===== config.mk =====
export PLATFORM = sky130hd
export DESIGN_NAME = misr_4bit
export DESIGN_NICKNAME = d
export VERILOG_FILES = /design/src/rtl/misr_4bit.sv
export SDC_FILE = /design/constraint.sdc
export NUM_CORES = 1
export LEC_CHECK = 0
export ABC_AREA = 0
export CAP_MARGIN = 20
export CELL_PAD_IN_SITES_DETAIL_PLACEMENT = 0
export CELL_PAD_IN_SITES_GLOBAL_PLACEMENT = 2
export CORE_AREA = 3 3 40 42
export DETAILED_ROUTE_END_ITERATION = 16
export DIE_AREA = 0 0 43 45
export PLACE_DENSITY_LB_ADDON = 0.15
export SYNTH_ARGS = -nofsm -noshare
export SYNTH_HDL_FRONTEND = slang
export SYNTH_SLANG_ARGS = --single-unit

===== constraint.sdc =====
create_clock -name clock -period 1.36 [get_ports clock]
set_clock_uncertainty 0.05 [all_clocks]
set_input_delay 0.136 -clock clock [delete_from_list [all_inputs] [get_ports clock]]
set_output_delay 0.136 -clock clock [all_outputs]
set_load 0.02 [all_outputs]

===== src/rtl/misr_4bit.sv =====
// misr_4bit: 4-bit Galois MISR (x^4+x+1, zero seed) compressing a 2-bit response word per clock
module misr_4bit (
  input  logic       clock,
  input  logic       reset,
  input  logic [1:0] dataIn,
  output logic [3:0] Q
);
  always_ff @(posedge clock)
    Q <= reset ? 4'b0000 : {Q[2], Q[1], Q[0] ^ Q[3] ^ dataIn[1], Q[3] ^ dataIn[0]};
endmodule


==> metrics.md <==
| Metric | Value |
|---|---|
| Slowest stage delay, CP | 0.35 ns |
| Die area | 1940 um^2 |
| Die Ht | 45 um |
| Period utilisation layout | 81.9% |
| Antenna Cells | 0 |
| Total gr overflow | 0 |
| Number of flops mapped to enable cells by yosys | 0 |
| DRC errors left | 0 |
| Setup violators final | 0 |
| Crit path cell chain | dlygate4sd2_1 |
| Initial antenna violation count | 0 |
| P per Cell Area | 1320 nW/um^2 |
| Die W | 43 um |
| Pre-CTS WS | 0.207 ns |
| Max-Cap Viols | 0 |
| Buffers & Inverters on Critical Path | 1 |
| WL final | 256 um |
| Number of buffers added on ports | 7 |
| Setup_tns | 0 ns |
| CTS tree | yes |
| Syn nets | 14 |
| Hold Vio Cnt, Final | 0 |
| Slew @ Worst Pin | 0.224 ns |
| Vias per cell | 3.03 |
| Kind of critical path | register to output port |
| Switching part of the total | 21.3% |
| Final nets | 26 |
| Crit end category | output port |
| Pleak | 0.134 nW |
| Setup ws final | 0.246 ns |
| I/O Pins | 8 |
| Minimum clock period | 1.11 ns |
| GP Congestion | 0.561 |
| Clock Latency Late Sink | 0.23 ns |
| DR vias | 106 |
| Routed len/inst | 7.31 um |
| Antenna Violating Nets Remaining | 0 |
| Min-Delay Path Class | register to register |
| Comb pwr share | 15.3% |
| Clk sink count | 4 |
| Number of cells produced by synthesis | 10 |
| Peak Freq | 898 MHz |
| DR pass1 iterations | 2 |
| Syn. warnings | 0 |
| Vias in the first global route | 124 |
| Root Buffer | clkbuf_4 |
| Pint | 255 uW |
| Clk pin slew, worst setup/hold paths | 0.04 ns |
| Fraction of layout cells with a size suffix above 1 | 15.0% |
| Ys async rst share | 0% |
| Synthesized flop and latch total | 4 |
| Maximum clock path buffer count | 2 |
| Run status | completed |
| Worst Path Max Fanout | 3 |
| Num rows | 13 |
| 1st-iter DRT viols | 1 |
| WP data required | 1.17 ns |
| Worst path slowest cell | dfxtp_1 |
| Post-synthesis cell type count | 5 |
| Mean Syn Cell Area | 13.1 um^2 |
| Global-route wire length before repair | 427 um |
| Clock power share | 44.2% |
| Max reg flops | 4 |
| Area leader, netlist | dfxtp_1 |
| Critical Path Source Type | register |
| Core area | 1280 um^2 |
| Most frequent cell after synthesis | dfxtp_1 |
| CP delay by family, top | flip-flops |
| RSZ-0062 raised after global routing | false |
| Register area share after synthesis | 61.0% |
| Clock H-tree levels | 1 |
| Largest net degree at the start of global routing | 5 |
| Largest register by flop count | Q |
| Top_reg_cell synth | dfxtp_1 |
| Worst rel slew slack | 85.1% |
| Post-Syn Area | 131 um^2 |
| Data arrival time of the critical path | 0.93 ns |
| Peak supply drop | 0.000446 V |
| Largest registers | Q: 4 flops |
| Top-area cell type share of the netlist area | 61.0% |
| Seq pwr share | 40.5% |
| Total GRT Usage | 3.84% |
| Most instantiated cells after synthesis | dfxtp_1, nor2_1, nor2b_1, xnor2_1, xnor3_1 |
| Max Slew Vio Count | 0 |
| Post-CTS Setup Repair Bufs | 0 |
| CTS buffer count | 3 |
| Layout area overhead | 86.7% |
| Switching power total | 68.8 uW |
| Dominant cells by area after synthesis | dfxtp_1, xnor3_1, nor2b_1, xnor2_1, nor2_1 |
| Initial Util | 10.2% |
==> cells in the final DEF, fill, tap and decap left out <==
master           instances
dfxtp_1                  4
clkbuf_4                 3
clkdlybuf4s50_1          3
nor2b_1                  2
nor2_1                   2
dlygate4sd2_1            2
dlymetal6s2s_1           2
xnor3_1                  1
xnor2_1                  1
==> per-stage QoR <==
step	cell area [um^2]	hold WS (ns)	util, %	power, mW	instances
2_1_floorplan	131	0.158	-	0.158	10
3_3_place_gp	220	0.408	17.1	0.187	32
3_5_place_dp	220	0.403	17.1	0.186	32
4_1_cts	240	0.413	18.7	0.335	35
5_1_grt	245	0.430	19.1	0.344	35
6_report	245	0.404	19.1	0.323	35
==> routing by layer <==
layer	vias up	part of all wire (%)	wire length, um	GRT usage, %
li1	52	-	-	-
met1	48	45	114	2.91
met2	6	39	100	3.59
met3	0	16	41	6.37
met4	0	0	0	3.61
met5	-	0	0	0
==> power by group through the flow <==
| stage | clock network [mW] | logic, mW | registers [mW] |
|---|---|---|---|
| after global routing | 0.159 | 0.0527 | 0.132 |
| after floorplan | 0 | 0.0142 | 0.144 |
| after global placement | 0 | 0.0542 | 0.133 |
| after CTS | 0.152 | 0.0515 | 0.132 |
| after detailed placement | 0 | 0.0533 | 0.133 |
| final | 0.143 | 0.0495 | 0.131 |
==> repair_timing <==
item / 4_1_cts / 5_1_grt
setup endpoints to repair: 2 / 2
gates resized for setup: 2 / 2
hold buffers: 0 / 0
==> path summary, 6_finish.rpt <==
path | startpoint | end | slack [ns] | cells after the start
worst max-delay path | Q[3] | Q[3] | 0.25 | 1
worst min-delay path | Q[2] | Q[3] | 0.40 | 1
worst max register to register | Q[3] | Q[1] | 0.40 | 2
worst min register to register | Q[2] | Q[3] | 0.40 | 1
==> cell type report <==
cell class / count / area (um^2)
fillers: 144 / 1040
well taps: 15 / 18.8
repair buffers: 7 / 72.6
multi-input cells: 6 / 51.3
clock buffers: 3 / 22.5
flip-flops and latches: 4 / 80.1
==> cell families after synthesis <==
family / count (synthesis) / synth area share [%]
XOR/XNOR: 2 / 23.8
AND/OR/NAND/NOR: 4 / 15.2
flip-flops: 4 / 61.0
(Power assumes the default switching activity.)
